`config.mk`:
```
export PLATFORM = sky130hd
export DESIGN_NAME = microwave_control
export DESIGN_NICKNAME = d
export VERILOG_FILES = /design/src/rtl/microwave_control.sv
export SDC_FILE = /design/constraint.sdc
export NUM_CORES = 1
export LEC_CHECK = 0
export BUFFER_PORTS_ARGS = -buffer_cell sky130_fd_sc_hd__buf_2
export CORE_ASPECT_RATIO = 1.2
export CORE_MARGIN = 3
export CORE_UTILIZATION = 45
export DETAILED_ROUTE_END_ITERATION = 6
export HOLD_SLACK_MARGIN = 0.1
export SLEW_MARGIN = 20
export SYNTH_ARGS = -nofsm -noshare
export SYNTH_HDL_FRONTEND = slang
export SYNTH_SLANG_ARGS = --single-unit
```
`constraint.sdc`:
```
create_clock -name clock -period 3.4 [get_ports clock]
set_clock_uncertainty 0.05 [all_clocks]
set_input_delay 0.17 -clock clock [delete_from_list [all_inputs] [get_ports clock]]
set_output_delay 0.17 -clock clock [all_outputs]
set_load 0.01 [all_outputs]
```
`src/rtl/microwave_control.sv`:
```
// Microwave cooking controller: turns keypad presses into timer digit loads, runs the
// cook/pause/done FSM, gates the magnetron and issues per-second count enables to the timer.
module microwave_control #(
    parameter int unsigned TICKS_PER_SEC = 50_000_000,
    parameter int unsigned BEEP_SECS     = 3
) (
    input  logic       clock,
    input  logic       clearn,
    input  logic [9:0] keypad,
    input  logic       startn,
    input  logic       stopn,
    input  logic       door_closed,
    input  logic       timer_zero,
    output logic [3:0] data,
    output logic       loadn,
    output logic       timer_clear,
    output logic       en,
    output logic       mag_on,
    output logic       done_beep,
    output logic [1:0] state
);

    localparam int unsigned BeepCycles = BEEP_SECS * TICKS_PER_SEC;
    localparam int unsigned CntW       = $clog2(TICKS_PER_SEC);
    localparam int unsigned BeepW      = $clog2(BeepCycles);
    localparam logic [CntW-1:0]  CntMax  = CntW'(TICKS_PER_SEC - 1);
    localparam logic [BeepW-1:0] BeepMax = BeepW'(BeepCycles - 1);

    typedef enum logic [1:0] {
        StSet     = 2'd0,
        StCooking = 2'd1,
        StPaused  = 2'd2,
        StDone    = 2'd3
    } state_e;

    state_e state_q, state_d;

    logic [9:0]       key_s_q, key_prev_q;
    logic             press;
    logic [3:0]       digit;
    logic [CntW-1:0]  prescale_q, prescale_d;
    logic [BeepW-1:0] beep_q, beep_d;
    logic [3:0]       data_d;
    logic             loadn_d, timer_clear_d, en_d, mag_on_d, done_beep_d;

    // Keypad is registered once before edge detection, so a press shows up two edges later.
    always_comb begin
        digit = '0;
        for (int k = 0; k < 10; k++) begin
            if (key_s_q[k]) digit = 4'(k);
        end
        press = (state_q == StSet) && $onehot(key_s_q) && (key_prev_q == '0);
    end

    // State register
    always_ff @(posedge clock) begin
        if (clearn) begin
            state_q <= StSet;
        end else begin
            state_q <= state_d;
        end
    end

    // Next-state logic; stop always takes priority over start
    always_comb begin
        state_d = state_q;
        unique case (state_q)
            StSet: begin
                if (stopn && !startn && door_closed && !timer_zero) state_d = StCooking;
            end
            StCooking: begin
                if (!stopn || !door_closed) state_d = StPaused;
                else if (timer_zero)        state_d = StDone;
            end
            StPaused: begin
                if (!stopn)                    state_d = StSet;
                else if (!startn && door_closed) state_d = StCooking;
            end
            StDone: begin
                if (!stopn || beep_q == BeepMax) state_d = StSet;
            end
            default: state_d = StSet;
        endcase
    end

    // Output and counter next-state logic
    always_comb begin
        prescale_d = prescale_q;
        en_d       = 1'b0;
        if (state_d == StSet || state_d == StDone) begin
            prescale_d = '0;
        end else if (state_q == StCooking && state_d == StCooking) begin
            // Only advance while staying in COOKING so a pause keeps the partial second.
            prescale_d = (prescale_q == CntMax) ? '0 : prescale_q + 1'b1;
            en_d       = (prescale_q == CntMax) && !timer_zero;
        end

        beep_d        = (state_q == StDone && state_d == StDone) ? beep_q + 1'b1 : '0;
        timer_clear_d = !stopn && (state_q == StSet || state_q == StPaused);
        mag_on_d      = (state_d == StCooking);
        done_beep_d   = (state_d == StDone);
        loadn_d       = !press;
        data_d        = press ? digit : data;
    end

    always_ff @(posedge clock) begin
        if (clearn) begin
            key_s_q     <= '0;
            key_prev_q  <= '0;
            prescale_q  <= '0;
            beep_q      <= '0;
            data        <= '0;
            loadn       <= 1'b1;
            timer_clear <= 1'b0;
            en          <= 1'b0;
            mag_on      <= 1'b0;
            done_beep   <= 1'b0;
        end else begin
            key_s_q     <= keypad;
            key_prev_q  <= key_s_q;
            prescale_q  <= prescale_d;
            beep_q      <= beep_d;
            data        <= data_d;
            loadn       <= loadn_d;
            timer_clear <= timer_clear_d;
            en          <= en_d;
            mag_on      <= mag_on_d;
            done_beep   <= done_beep_d;
        end
    end

    assign state = state_q;

endmodule

```
**Word-level counts from Yosys, hierarchy flattened**

Index checks and enable logic that the tools add are counted.

- Add/subtract/negate cells: 11
- Eq/ne operators: 8
- Muxes and demuxes: 17
- Bitwise operators: 2
- Reductions and logical operators: 25

Operators by type and width:

| cell | count |
|---|---|
| 2-to-1 mux 4 bit | 8 |
| adder 28 x 1 -> 28 bit, second input constant | 1 |
| equality test 28 bit, second input constant | 1 |
| adder 26 x 1 -> 26 bit, second input constant | 1 |
| equality test 26 bit, second input constant | 1 |
| 2-to-1 mux 26 bit | 1 |
| 2-to-1 mux 2 bit | 6 |
| adder 1 x 1 -> 2 bit | 5 |
| logical AND 1 bit | 10 |
| zero test 10 bit | 1 |
| one-hot mux 2 bit (4 select lines) | 1 |
| adder 2 x 2 -> 3 bit | 2 |
| equality test 2 bit, second input constant | 3 |
| zero test 1 bit | 5 |
| adder 3 x 3 -> 4 bit | 1 |
| adder 4 x 2 -> 4 bit | 1 |
| equality test 2 x 1 -> 1 bit, second input constant | 2 |
| equality test 4 x 1 -> 1 bit, second input constant | 1 |
| zero test 2 bit | 2 |
| logical OR 1 bit | 4 |
| OR reduction 2 bit | 2 |
| OR reduction 3 bit | 1 |
| inverter 1 bit | 2 |
| 2-to-1 mux 1 bit | 1 |

- Bits in registers: 85
- Input bits: 16
- Logic and storage cells: 74

**Longest topological paths before layout**

Gate-level depths: netlist of the first run.

- Word-level depth: 10
- Gate-level depth with buffers: 14
- Depth with buffers taken out: 13

**Worst setup path after synthesis of the first run**

Ideal clock, no wire load.

- Path type: register -> register
- Start point: register key_s_q[0]
- End point: register data[0]
- Arrival time: 3.599 ns
- Setup slack: -0.373 ns
- Cell stages (with the launch flop): 15
- Path through: dfxtp_1 -> fa_1 -> fa_1 -> inv_1 -> fa_1 -> inv_1 -> ha_1 -> inv_1 -> fa_1 -> nor4b_1 -> nand4b_1 -> or3_1 -> clkbuf_1 -> a2111oi_2 -> nor2_1

- Longest elaborated chain between the ends: 7

RTL lines:

| item | line | RTL |
|---|---|---|
| from (decl) | 38 | `logic [9:0] key_s_q, key_prev_q;` |
| from (signal assigned) | 119 | `key_s_q <= keypad;` |
| adder 1 x 1 -> 2 bit (implied by the code) | 52 | `press = (state_q == StSet) && $onehot(key_s_q) && (key_prev_q == '0);` |
| adder 2 x 2 -> 3 bit (implied by the code) | 52 |  |
| adder 3 x 3 -> 4 bit (implied by the code) | 52 |  |
| adder 4 x 2 -> 4 bit (implied by the code) | 52 |  |
| equality test 4 x 1 -> 1 bit | 52 |  |
| logical AND 1 bit (2 in series) | 52 |  |
| to (signal assigned) | 123 | `data <= data_d;` |
| to (decl) | 14 | `output logic [3:0] data,` |

Every way passes these cells.
A chain may end at the register's enable or synchronous reset.

**Worst setup path after layout of the first run**

- Start point: register key_s_q[7]
- End point: register data[0]

- Longest elaborated chain between the ends: 7
- Elaborated cells on any way between the ends: 10

RTL lines:

| item | line |
|---|---|
| adder 1 x 1 -> 2 bit (implied by the code) | 52 |
| adder 2 x 2 -> 3 bit (implied by the code) | 52 |
| adder 3 x 3 -> 4 bit (implied by the code) | 52 |
| adder 4 x 2 -> 4 bit (implied by the code) | 52 |
| equality test 4 x 1 -> 1 bit | 52 |
| logical AND 1 bit (2 in series) | 52 |

Parallel ways exist; a longest one is shown, timed or not.

==> results.md, run 1 <==
* RSZ-0062 raised after global routing: true
* Max_slew headroom at 0.5521
* Number of global-route vias before repair at 3124
* Share of flip-flops with an asynchronous set or reset at 0
* CP Max Fanout at 4
* Crit path max-delay family: adder cells
* Cell Area, Synth at 3870 um^2
* Max-cap violation count at 0
* HPWL after DPL at 5.685 mm
* Via density at 5.070
* Clock root cell: clkbuf_8
* Crit path kind: reg2reg
* Largest net degree at the start of global routing at 33
* Seq/Total Area, Yosys at 0.4397
* Final hold violation count at 0
* Setup slack, reg-to-reg at -370 ps
* Worst setup margin at -370.0 ps
* CTS Sinks at 85
* Post-Syn Nets at 454
* Ant. Diodes at 0
* Critical Path, Cell by Cell: fa_1, fa_1, inv_1, fa_1, inv_1, ha_2, inv_2, fa_1, nor4b_4, nand4b_1, or3_4, a2111oi_4, nor2_1
* Gate Count Post-Synth at 426
* Initial core utilization at 0.4695
* Core area at 8243 um^2
* DRT iter0 DRCs at 83
* Io pins at 27
* Fmax at 265.3 MHz
* DR vias at 3057
* HP Class: in2reg
* Failing checks: negative setup slack
* Synthesis-stage register bit count at 85
* Clock transition at the registers of the reported paths at 90 ps
* Nets at 512
* Synth-to-layout area growth at 20.05%
* Leak at 1.724 nW
* Main combinational cell family by area after synthesis: simple AND/OR/NAND/NOR gates
* XOR/XNOR Fraction of Synth Area at 0.1018
* Minimum clock period at 3770 ps
* Fin util at 0.5636
* CP bufs+invs at 3
* Pwr Density at 428.4 nW/um^2
* Post-synth EDFFs at 0
* Antenna Nets Post-Route at 0
* Crit end category: flip-flop
* Tightest Pin Transition at 670.4 ps
* Unique masters post-synth at 49
* DR WL/cell at 13.11 um
* Post-synthesis simple-gate area fraction at 0.3172
* Synth Area in Compound Gates at 0.04332
* Area share of fa/ha/maj cells after synthesis at 0.05044
* Row cnt at 36
* Max Slew Vio Count at 0
* GRT Util Overall at 0.1778
* Die area at 9753 um^2
* Setup-failing EPs final at 5
* Final worst path period share at 1.109
* GR Overflow Total at 0
* Post-route DRC violation count at 0
* Die width at 90.66 um
* Tot Pwr at 1.990 mW
* H-tree Lvls at 3
* Maximum vdd drop at 0.0002576 V
* Die H at 107.6 um
* WL final at 7.908 mm
* 1st-pass router iterations at 4
* Req. time, crit path at 3590 ps
* Synthesis Warnings at 0
* Count of input and output buffers at 26
* Post-synthesis mux area share at 0.01035
* First-pass GRT wire length at 14.01 mm
* Worst path max stage delay at 510 ps
* Layout cells sized above 1 at 0.1759
* Dominant synthesized flop cell: dfxtp_1
* Num CTS Buffers at 9
* Clock Latency Late Sink at 350 ps
* Synthesized area per cell at 9.084 um^2
* RD Place Congestion at 0.8817
* Fill cell count at 764
* Initial antenna violation count at 0
* Status: finished, violations left
* Slowest stage cell, crit path: fa_1
* CTS tree: built
* Maximum clock path buffer count at 2
* Critical Path AT at 3960 ps
* Critical Path Source Type: flip-flop
* Worst path most repeated cell: fa_1
path summary, 6_finish.rpt:
check	startpoint	endpoint	depth (start not counted)
setup reg to reg	key_s_q[7]$_SDFF_PP0_	data[0]$_SDFFE_PP0P_	13
setup / recovery	key_s_q[7]$_SDFF_PP0_	data[0]$_SDFFE_PP0P_	13
hold / removal	clearn	key_prev_q[4]$_SDFF_PP0_	2
hold reg to reg	beep_q[0]$_SDFF_PP0_	beep_q[0]$_SDFF_PP0_	1
cells by family (layout without fill, tap and decap cells):
family                   count (synthesis)  count (layout)
buffers and inverters                   34              97
AO/OA/AOI/OAI                           26              26
flip-flops                              85              85
multiplexers                             4               4
adder cells (fa/ha/maj)                 12              12
XOR/XNOR                                45              45
AND/OR/NAND/NOR                        220             220
cell usage after synthesis, types with 2 or more instances:
library cell  instances  area share
dfxtp_1              85        0.44
or3_1                 7       0.011
inv_1                20       0.019
nor3_1               13       0.017
nor2b_1              23       0.037
nand3_1              21       0.027
a21oi_1              12       0.016
buf_2                 4      0.0052
nor4_4                2       0.011
nor4b_1               4      0.0091
nor2_1               65       0.063
fa_1                  6       0.031
clkbuf_1              7      0.0068
xor2_1               24       0.054
a211oi_1              2      0.0039
and2_1                3      0.0049
xnor2_1              21       0.048
and3_1                6      0.0097
and4b_1               2      0.0052
o21bai_1              2      0.0039
nor4_1               11       0.018
nand2b_1              4      0.0065
ha_1                  6       0.019
o21ai_0               4      0.0052
and4_1                5       0.011
nand4_1              23       0.037
nand2_1              19       0.018
mux2i_1               4       0.010
cell usage in the layout, fill, tap and decap left out, drive strengths merged, types with 13 or more instances in the layout:
| master | n |
|---|---|
| inv | 22 |
| buf | 49 |
| nand3 | 22 |
| xor2 | 24 |
| nand4 | 24 |
| dfxtp | 85 |
| nor4 | 14 |
| nor2b | 23 |
| xnor2 | 21 |
| nand2 | 19 |
| nor3 | 13 |
| nor2 | 66 |
sequential cells by signal (all words and copies together), names as in the netlist, 2 cells and up:
| register | cells |
|---|---|
| beep_q | 28 |
| prescale_q | 26 |
| key_prev_q | 10 |
| key_s_q | 10 |
| data | 4 |
| state | 2 |
worst reg2reg max path: stages, from the launching register on:
cell and delay (ps):
dfxtp_2 340, fa_1 510, fa_1 520, inv_1 50, fa_1 430, inv_1 70, ha_2 180, inv_2 40
fa_1 480, nor4b_4 170, nand4b_1 150, or3_4 400, a2111oi_4 210, nor2_1 80
per-layer routing:
| metal | wire length (um) | GRT usage |
|---|---|---|
| met5 | 0 | 0 |
| met1 | 3567 | 0.2118 |
| met3 | 253 | 0.03846 |
| met4 | 120 | 0.07112 |
| met2 | 3967 | 0.3111 |
per-stage QoR:
step	instance area [um^2]	hold slack, ps	TNS (ps)	setup slack, ps	std cells
2_1_floorplan	3904	196.8	-1033	-300.4	426
5_1_grt	4646	242.4	-2291	-549.5	603
4_1_cts	4619	213.3	-1480	-365.6	602
6_report	4646	225.8	-1401	-370.0	603
3_5_place_dp	4255	332.6	-1909	-480.0	573
3_3_place_gp	4255	330.1	-1373	-370.9	573
timing repair:
action / 4_1_cts / 5_1_grt
buffers inserted: 2 / 1
setup endpoints to repair: 5 / 6
pin swaps: 2 / 2
endpoints found under the hold margin: 12 / 0
resized for setup: 3 / 3
hold buffers: 12 / 0
final cells by class:
cell class                      count  area [um^2]  share of cell area
Multi-Input combinational cell    307         2081              0.4479
Clock inverter                      7        96.34             0.02074
Inverter                           20        75.07             0.01616
Timing Repair Buffer               61        422.9             0.09103
Tap cell                          114        142.6             0.03070
Clock buffer                        9        123.9             0.02666
Sequential cell                    85         1704              0.3668
power by group:
| group | total (mW) | switching [mW] | internal (mW) |
|---|---|---|---|
| logic | 0.180 | 0.0835 | 0.0963 |
| registers | 1.02 | 0.0106 | 1.01 |
| clock network | 0.787 | 0.369 | 0.418 |
| total | 1.99 | 0.463 | 1.53 |
No activity file was read; power rests on OpenSTA's default activity.
==> run 2, diff against run 1 <==
--- a/config.mk
+++ b/config.mk
@@ -5,12 +5,15 @@
 export SDC_FILE = /design/constraint.sdc
 export NUM_CORES = 1
 export LEC_CHECK = 0
+export ABC_AREA = 1
 export BUFFER_PORTS_ARGS = -buffer_cell sky130_fd_sc_hd__buf_2
+export CAP_MARGIN = 40
 export CORE_ASPECT_RATIO = 1.2
 export CORE_MARGIN = 3
-export CORE_UTILIZATION = 45
+export CORE_UTILIZATION = 55
 export DETAILED_ROUTE_END_ITERATION = 6
 export HOLD_SLACK_MARGIN = 0.1
+export PLACE_DENSITY = 0.76
 export SLEW_MARGIN = 20
 export SYNTH_ARGS = -nofsm -noshare
 export SYNTH_HDL_FRONTEND = slang
==> run 2 against run 1 <==
Sequential cell count did not move. First-iteration DRC count rose by 130%. The run still ends with negative setup slack left. Combinational power rose by 32%. Largest power group unchanged. Worst hold slack got worse by 47 ps.
==> results.md, run 2 <==
* Status: finished, violations left (unchanged)
* Failing checks: negative setup slack (unchanged)
* Min Hold Slack at 179.3 ps (was 225.8 ps)
* Clock power share at 0.350 (was 0.396)
* RD Place Congestion at 0.8742 (was 0.8817)
* Post-route DRC violation count at 0 (unchanged)
* Crit path kind: reg2reg (unchanged)
* Critical Path, Cell by Cell: fa_1, fa_1, inv_1, fa_1, inv_1, ha_2, inv_2, fa_1, nand4_1, nor2_2, nand3_2, nor2_2, a21oi_1 (was fa_1, fa_1, inv_1, fa_1, inv_1, ha_2, inv_2, fa_1, nor4b_4, nand4b_1, or3_4, a2111oi_4, nor2_1)
* Most frequent cells in the layout: nand2_1 (141), nor2_1 (118), inv_1 (109), dfxtp_1 (81), a21oi_1 (31) (was dfxtp_1 (83), nor2_1 (65), buf_2 (26), xor2_1 (24))
* Dominant synthesized flop cell: dfxtp_1 (unchanged)
* Critical Path AT at 3590 ps (was 3960 ps)
* DR vias at 3972 (was 3057)
* Post-synth EDFFs at 0 (unchanged)
* Maximum vdd drop at 0.0002948 V (was 0.0002576 V)
* Fill cell count at 644 (was 764)
* Switching share of power at 0.2848 (was 0.2329)
* Clock Latency Late Sink at 360 ps (was 350 ps)
* Sequential share of power at 0.529 (was 0.514)
* Synthesis Warnings at 0 (unchanged)
* Core area at 7487 um^2 (was 8243 um^2)
* Internal at 1.394 mW (was 1.527 mW)
* Tightest Pin Transition at 560.4 ps (was 670.4 ps)
* First-pass GRT wire length at 16.08 mm (was 14.01 mm)
* Maximum clock path buffer count at 2 (unchanged)
* Psw at 555.0 uW (was 463.5 uW)
* Top reg by flops: beep_q (unchanged)
* Unique masters post-synth at 36 (was 49)
* Max Slew Vio Count at 0 (unchanged)
* Req. time, crit path at 3590 ps (about the same)
* RSZ-0062 raised after global routing: true (unchanged)
* Count leader, synth: nand2_1 (was dfxtp_1)
* CP Max Fanout at 4 (unchanged)
* Num CTS Buffers at 9 (unchanged)
* Gate Count Post-Synth at 640 (was 426)
* Multi-input logic area at 2222 um^2 (was 2081 um^2)
* Final hold violation count at 0 (unchanged)
* Layout cells sized above 1 at 0.1259 (was 0.1759)
* Die area at 9049 um^2 (was 9753 um^2)
* Minimum clock period at 3400 ps (was 3770 ps)
* Largest net degree at the start of global routing at 29 (was 33)
* Final worst path period share at 1.000 (was 1.109)
* CTS tree: built (unchanged)
* CTS Sinks at 85 (unchanged)
* Cell total after placement at 751 (was 573)
* Synth top area share at 0.3897 (was 0.4397)
* Max_slew headroom at 0.6260 (was 0.5521)
* Crit end category: flip-flop (unchanged)
* Die width at 87.34 um (was 90.66 um)
* Clock transition at the registers of the reported paths at 90 ps (about the same)
* Area leader, netlist: dfxtp_1 (unchanged)
* Number of global-route vias before repair at 3767 (was 3124)
* Synthesized area per cell at 6.823 um^2 (was 9.084 um^2)
* Top post-synthesis cells by area: dfxtp_1 (39%), nand2_1 (12%), nor2_1 (10%) (was dfxtp_1 (44%), nor2_1 (6.3%), xor2_1 (5.4%))
* Post-Syn Nets at 668 (was 454)
* Leak at 2.020 nW (was 1.724 nW)
* DRT iter0 DRCs at 189 (was 83)
* Fmax at 294.1 MHz (was 265.3 MHz)
* Clock root cell: clkbuf_8 (unchanged)
* Via density at 5.086 (was 5.070)
* Worst path most repeated cell: fa_1 (unchanged)
* Max-cap violation count at 0 (unchanged)
* Top flop regs: beep_q x28, prescale_q x26 (unchanged)
* Synthesis-stage register bit count at 85 (unchanged)
* Initial core utilization at 0.5832 (was 0.4695)
* DR WL/cell at 11.81 um (was 13.11 um)
* Synth-to-layout area growth at 12.95% (was 20.05%)
* Combinational power share at 0.122 (was 0.090)
* Nets at 714 (was 512)
* Synth cell count leaders: nand2_1 (141), nor2_1 (121), inv_1 (110) (was dfxtp_1 (85), nor2_1 (65), xor2_1 (24))
* GR Overflow Total at 0 (unchanged)
* Pwr Density at 395.1 nW/um^2 (was 428.4 nW/um^2)
* 1st-pass router iterations at 5 (was 4)
* Critical Path Source Type: flip-flop (unchanged)
* Commonest non-fill, non-tap cell in the layout: nand2_1 (was dfxtp_1)
* H-tree Lvls at 3 (unchanged)
* Io pins at 27 (unchanged)
* Setup-failing EPs final at 1 (was 5)
* Antenna Nets Post-Route at 0 (unchanged)
* Max reg flops at 28 (unchanged)
* Fin cells at 781 (was 603)
* HP Class: in2reg (unchanged)
* Worst setup margin at -0.04108 ps (was -370.0 ps)
* Cell Area, Synth at 4367 um^2 (was 3870 um^2)
* Worst path max stage delay at 520 ps (was 510 ps)
* Share of flip-flops with an asynchronous set or reset at 0 (unchanged)
* Slowest stage cell, crit path: fa_1 (unchanged)
* WL final at 9.222 mm (was 7.908 mm)
* HPWL after DPL at 6.945 mm (was 5.685 mm)
* Initial antenna violation count at 0 (unchanged)
* Row cnt at 34 (was 36)
* Reg area at 1707 um^2 (was 1704 um^2)
* GRT Util Overall at 0.2167 (was 0.1778)
* Die H at 103.6 um (was 107.6 um)
* Count of input and output buffers at 26 (unchanged)
* Seq/Total Area, Yosys at 0.3897 (was 0.4397)
* Ant. Diodes at 0 (unchanged)
-- run 2: cell types whose count changed after synthesis, moves of 7 or more --
cell     before  now
nor2b_1      23    0
xnor2_1      21    0
inv_1        20  110
nor4_1       11    1
nor2_2        1    9
o21ai_0       4   17
a21oi_1      12   31
xor2_1       24    8
or3_1         7    0
nor2_1       65  121
nand2_1      19  141
-- run 2: worst max-delay path: cells and delay by family, from the launching register on --
kind / cells / cell delay (ps)
adder cells (fa/ha/maj): 5 / 2120
AO/OA/AOI/OAI: 1 / 70
AND/OR/NAND/NOR: 4 / 560
buffers and inverters: 3 / 160
flip-flops: 1 / 340
-- run 2: stage by stage --
step            TNS, ps    util  power [mW]  worst slack [ps]  area, um^2
2_1_floorplan         0       -       1.202             199.7        4367
3_3_place_gp          0  0.6123       1.246             69.70        4584
3_5_place_dp     -10.73  0.6123       1.257            -6.140        4584
4_1_cts               0  0.6561       1.949             6.448        4912
5_1_grt          -550.4  0.6588       2.053            -170.3        4932
6_report       -0.04108  0.6588       1.949          -0.04108        4932
-- run 2: worst paths after layout --
check	start	end	slack [ps]	cells after the start
hold / removal	door_closed	state[0]$_SDFF_PP0_	180	5
hold reg to reg	key_s_q[0]$_SDFF_PP0_	key_prev_q[0]$_SDFF_PP0_	400	2
setup reg to reg	key_s_q[0]$_SDFF_PP0_	data[3]$_SDFFE_PP0P_	-0.04	13
setup / recovery	key_s_q[0]$_SDFF_PP0_	data[3]$_SDFFE_PP0P_	-0.04	13
-- run 2: power by group through the flow --
stage,clock (mW),sequential (mW),combinational (mW)
6_report,0.681,1.03,0.237
5_1_grt,0.747,1.03,0.272
4_1_cts,0.695,1.03,0.225
3_5_place_dp,0,1.05,0.204
3_3_place_gp,0,1.05,0.193
2_1_floorplan,0,1.05,0.147
-- run 2: metal layers --
metal | global-route usage | part of all wire | vias up
met1 | 0.2742 | 0.45 | 1771
met4 | 0.08882 | 0.024 | 0
met5 | 0 | 0 | -
li1 | - | - | 2084
met3 | 0.03415 | 0.038 | 21
met2 | 0.3605 | 0.49 | 96
-- run 2: cells by family after synthesis --
kind of cell    Yosys count  synth area share
flops                    85            0.3897
simple gates            360            0.3782
buf+inv                 120            0.1060
xor+xnor                  8           0.01605
compound gates           55           0.06533
fa+ha+maj                12           0.04470
-- run 2: final cells by class --
type	count	share of cell area
multi-input combinational	435	0.4505
sequential	85	0.3460
inverter	114	0.08727
timing repair buffer	41	0.05581
clock buffer	9	0.02511
tap	90	0.02283
clock inverter	7	0.01243
-- run 2: timing repair --
action | in CTS | in global routing
pin swaps | 2 | 2
gates resized for setup | 5 | 6
setup endpoints to repair | 2 | 4
hold endpoints to repair | 13 | 0
hold buffers | 13 | 0
buffers inserted | 0 | 1
==> run 3, diff against run 2 <==
--- a/config.mk
+++ b/config.mk
@@ -14,6 +14,7 @@
 export DETAILED_ROUTE_END_ITERATION = 6
 export HOLD_SLACK_MARGIN = 0.1
 export PLACE_DENSITY = 0.76
+export REMOVE_ABC_BUFFERS = 1
 export SLEW_MARGIN = 20
 export SYNTH_ARGS = -nofsm -noshare
 export SYNTH_HDL_FRONTEND = slang
==> run 3 against run 2 <==
Sequential cell count unchanged. The flow still finishes with violations (negative setup slack). Global-route usage up 0.11 points. First-iteration DRC count down 1.1%. Fmax down 0.51%. Critical endpoint is now data[0]$_SDFFE_PP0P_. Utilization down 0.067 points. Largest cell class unchanged. Sequential share of layout area about the same. Sequential power about the same. Die area unchanged. Non-clock buffer count unchanged. Via count up 2.3%.
==> results.md, run 3 (same netlist as run 2, synthesis figures left out) <==
* Via density at 5.204 (was 5.086)
* CTS tree: built (unchanged)
* Sequential share of power at 0.531 (was 0.529)
* Worst r2r path cells at 13 (unchanged)
* Worst R2R Start: key_s_q[1]$_SDFF_PP0_ (was key_s_q[0]$_SDFF_PP0_)
* Internal at 1.392 mW (was 1.394 mW)
* Worst setup margin at -17.53 ps (was -0.04108 ps)
* CTS Sinks at 85 (unchanged)
* Setup TNS Final at -26.15 ps (was -0.04108 ps)
* Num CTS Buffers at 9 (unchanged)
* Initial antenna violation count at 0 (unchanged)
* Max reg flops at 28 (unchanged)
* DR vias at 4064 (was 3972)
* DRT iter0 DRCs at 187 (was 189)
* HPWL after DPL at 7.154 mm (was 6.945 mm)
* First-pass GRT wire length at 16.31 mm (was 16.08 mm)
* Nets at 714 (unchanged)
* Critical Path AT at 3610 ps (was 3590 ps)
* Hold depth at 5 (unchanged)
* Max Slew Vio Count at 0 (unchanged)
* Synth-to-layout area growth at 12.84% (was 12.95%)
* Most frequent cells in the layout: nand2_1 (141), nor2_1 (119), inv_1 (109), dfxtp_1 (82), a21oi_1 (31) (was nand2_1 (141), nor2_1 (118), inv_1 (109), dfxtp_1 (81), a21oi_1 (31))
* Clock root cell: clkbuf_8 (unchanged)
* Max-cap violation count at 0 (unchanged)
* Psw at 550.8 uW (was 555.0 uW)
* Max_slew headroom at 0.6417 (was 0.6260)
* Leak at 2.025 nW (was 2.020 nW)
* Die H at 103.6 um (unchanged)
* Min Hold Slack at 185.7 ps (was 179.3 ps)
* Crit end category: flip-flop (unchanged)
* Clock power share at 0.353 (was 0.350)
* Maximum clock path buffer count at 2 (unchanged)
* Setup slack, reg-to-reg at -20 ps (was -0.04 ps)
* Final hold violation count at 0 (unchanged)
* Switching share of power at 0.2835 (was 0.2848)
* Number of global-route vias before repair at 3838 (was 3767)
* Hold EP: state[0]$_SDFF_PP0_ (unchanged)
* Layout cells sized above 1 at 0.1216 (was 0.1259)
* Die area at 9049 um^2 (unchanged)
* H-tree Lvls at 3 (unchanged)
* Critical Path Source Type: flip-flop (unchanged)
* Top reg by flops: beep_q (unchanged)
* Io pins at 27 (unchanged)
* Top flop regs: beep_q x28, prescale_q x26 (unchanged)
* GR Overflow Total at 0 (unchanged)
* Ant. Diodes at 0 (unchanged)
* Maximum vdd drop at 0.0003099 V (was 0.0002948 V)
* Core area at 7487 um^2 (unchanged)
* HP Class: in2reg (unchanged)
* CP Max Fanout at 4 (unchanged)
* Req. time, crit path at 3600 ps (was 3590 ps)
* Post-route DRC violation count at 0 (unchanged)
* Fill cell count at 683 (was 644)
* Clock Latency Late Sink at 350 ps (was 360 ps)
* RSZ-0062 raised after global routing: true (unchanged)
* Antenna Nets Post-Route at 0 (unchanged)
* Row cnt at 34 (unchanged)
* Placed cell areas at 4577 um^2 (was 4584 um^2)
* Hold_sp: door_closed (unchanged)
* Design area at 4927 um^2 (was 4932 um^2)
* Failing checks: negative setup slack (unchanged)
* RD Place Congestion at 0.9282 (was 0.8742)
* Status: finished, violations left (unchanged)
* Initial core utilization at 0.5832 (unchanged)
* Tightest Pin Transition at 536.9 ps (was 560.4 ps)
* GRT Util Overall at 0.2177 (was 0.2167)
* DR WL/cell at 11.93 um (was 11.81 um)
* Commonest non-fill, non-tap cell in the layout: nand2_1 (unchanged)
* Count of input and output buffers at 26 (unchanged)
* 1st-pass router iterations at 5 (unchanged)
* Minimum clock period at 3418 ps (was 3400 ps)
* R2r endpoint: data[0]$_SDFFE_PP0P_ (was data[3]$_SDFFE_PP0P_)
* Fin util at 0.6581 (was 0.6588)
* Clock transition at the registers of the reported paths at 90 ps (about the same)
* Fmax at 292.6 MHz (was 294.1 MHz)
* Crit path kind: reg2reg (unchanged)
* WL final at 9.320 mm (was 9.222 mm)
* Largest net degree at the start of global routing at 29 (unchanged)
* Combinational power share at 0.116 (was 0.122)
* Setup-failing EPs final at 2 (was 1)
* Pwr Density at 394.2 nW/um^2 (was 395.1 nW/um^2)
* Die width at 87.34 um (unchanged)
* Final worst path period share at 1.005 (was 1.000)
* Tot Pwr at 1.942 mW (was 1.949 mW)
[run 3: cell count changes in the layout (fill, tap and decap cells not counted)]
cell        change
clkinv_4        +1
clkinvlp_4      -1
dfxtp_1         +1
dfxtp_2         -1
inv_6           -1
inv_8           +1
nand3_1         +1
nand3_2         -1
nor2_1          +1
nor2_2          -1
[run 3: worst max path at each step]
| stage | start | to | cells after the start |
|---|---|---|---|
| floorplan | key_s_q[0]$_SDFF_PP0_ | data[3]$_SDFFE_PP0P_ | 13 |
| global placement | key_s_q[0]$_SDFF_PP0_ | data[3]$_SDFFE_PP0P_ | 13 |
| detailed placement | key_s_q[3]$_SDFF_PP0_ | data[3]$_SDFFE_PP0P_ | 13 |
| CTS | key_s_q[0]$_SDFF_PP0_ | data[0]$_SDFFE_PP0P_ | 13 |
| global route | key_s_q[1]$_SDFF_PP0_ | data[0]$_SDFFE_PP0P_ | 13 |
| finish | key_s_q[1]$_SDFF_PP0_ | data[0]$_SDFFE_PP0P_ | 13 |
[run 3: power by group through the flow]
stage / registers (mW) / logic [mW] / clock network [mW]
after floorplan: 1.05 / 0.139 / 0
after global placement: 1.05 / 0.193 / 0
after detailed placement: 1.05 / 0.205 / 0
after CTS: 1.03 / 0.223 / 0.696
after global routing: 1.03 / 0.260 / 0.746
final: 1.03 / 0.226 / 0.686
[run 3: what timing repair did]
item,4_1_cts,5_1_grt
endpoints found under the hold margin,13,0
setup endpoints to repair,2,4
hold buffers,13,0
pin swaps,2,6
setup buffers,0,1
resized for setup,5,3
[run 3: layout make-up]
| type | count | area [um^2] | area share |
|---|---|---|---|
| sequential | 85 | 1705 | 0.3461 |
| clock inverter | 7 | 65.06 | 0.01320 |
| inverter | 114 | 430.4 | 0.08735 |
| multi-input combinational | 435 | 2215 | 0.4495 |
| timing repair buffer | 41 | 275.3 | 0.05587 |
| tap | 90 | 112.6 | 0.02285 |
| clock buffer | 9 | 123.9 | 0.02514 |
[run 3: worst max-delay path, stage by stage, from the launching register on]
cell     delay (ps)
dfxtp_2         340
fa_1            520
fa_1            530
inv_1            50
fa_1            430
inv_1            70
ha_2            180
inv_2            40
fa_1            490
nand4_1         100
nor2_2          160
nand3_2         130
nor2_2          130
a21oi_1          80
[run 3: routing by layer]
| metal | wire length, um | vias to the layer above | track usage |
|---|---|---|---|
| met2 | 4406 | 93 | 0.3594 |
| met1 | 4277 | 1874 | 0.2777 |
| met4 | 286 | 0 | 0.09759 |
| li1 | - | 2073 | - |
| met5 | 0 | - | 0 |
| met3 | 349 | 24 | 0.02859 |
[run 3: stage by stage]
stage / setup slack (ps) / cells
after floorplan: 199.7 / 634
after global placement: 66.16 / 750
after detailed placement: -31.91 / 750
after CTS: -16.66 / 779
after global routing: -175.6 / 781
final: -17.53 / 781
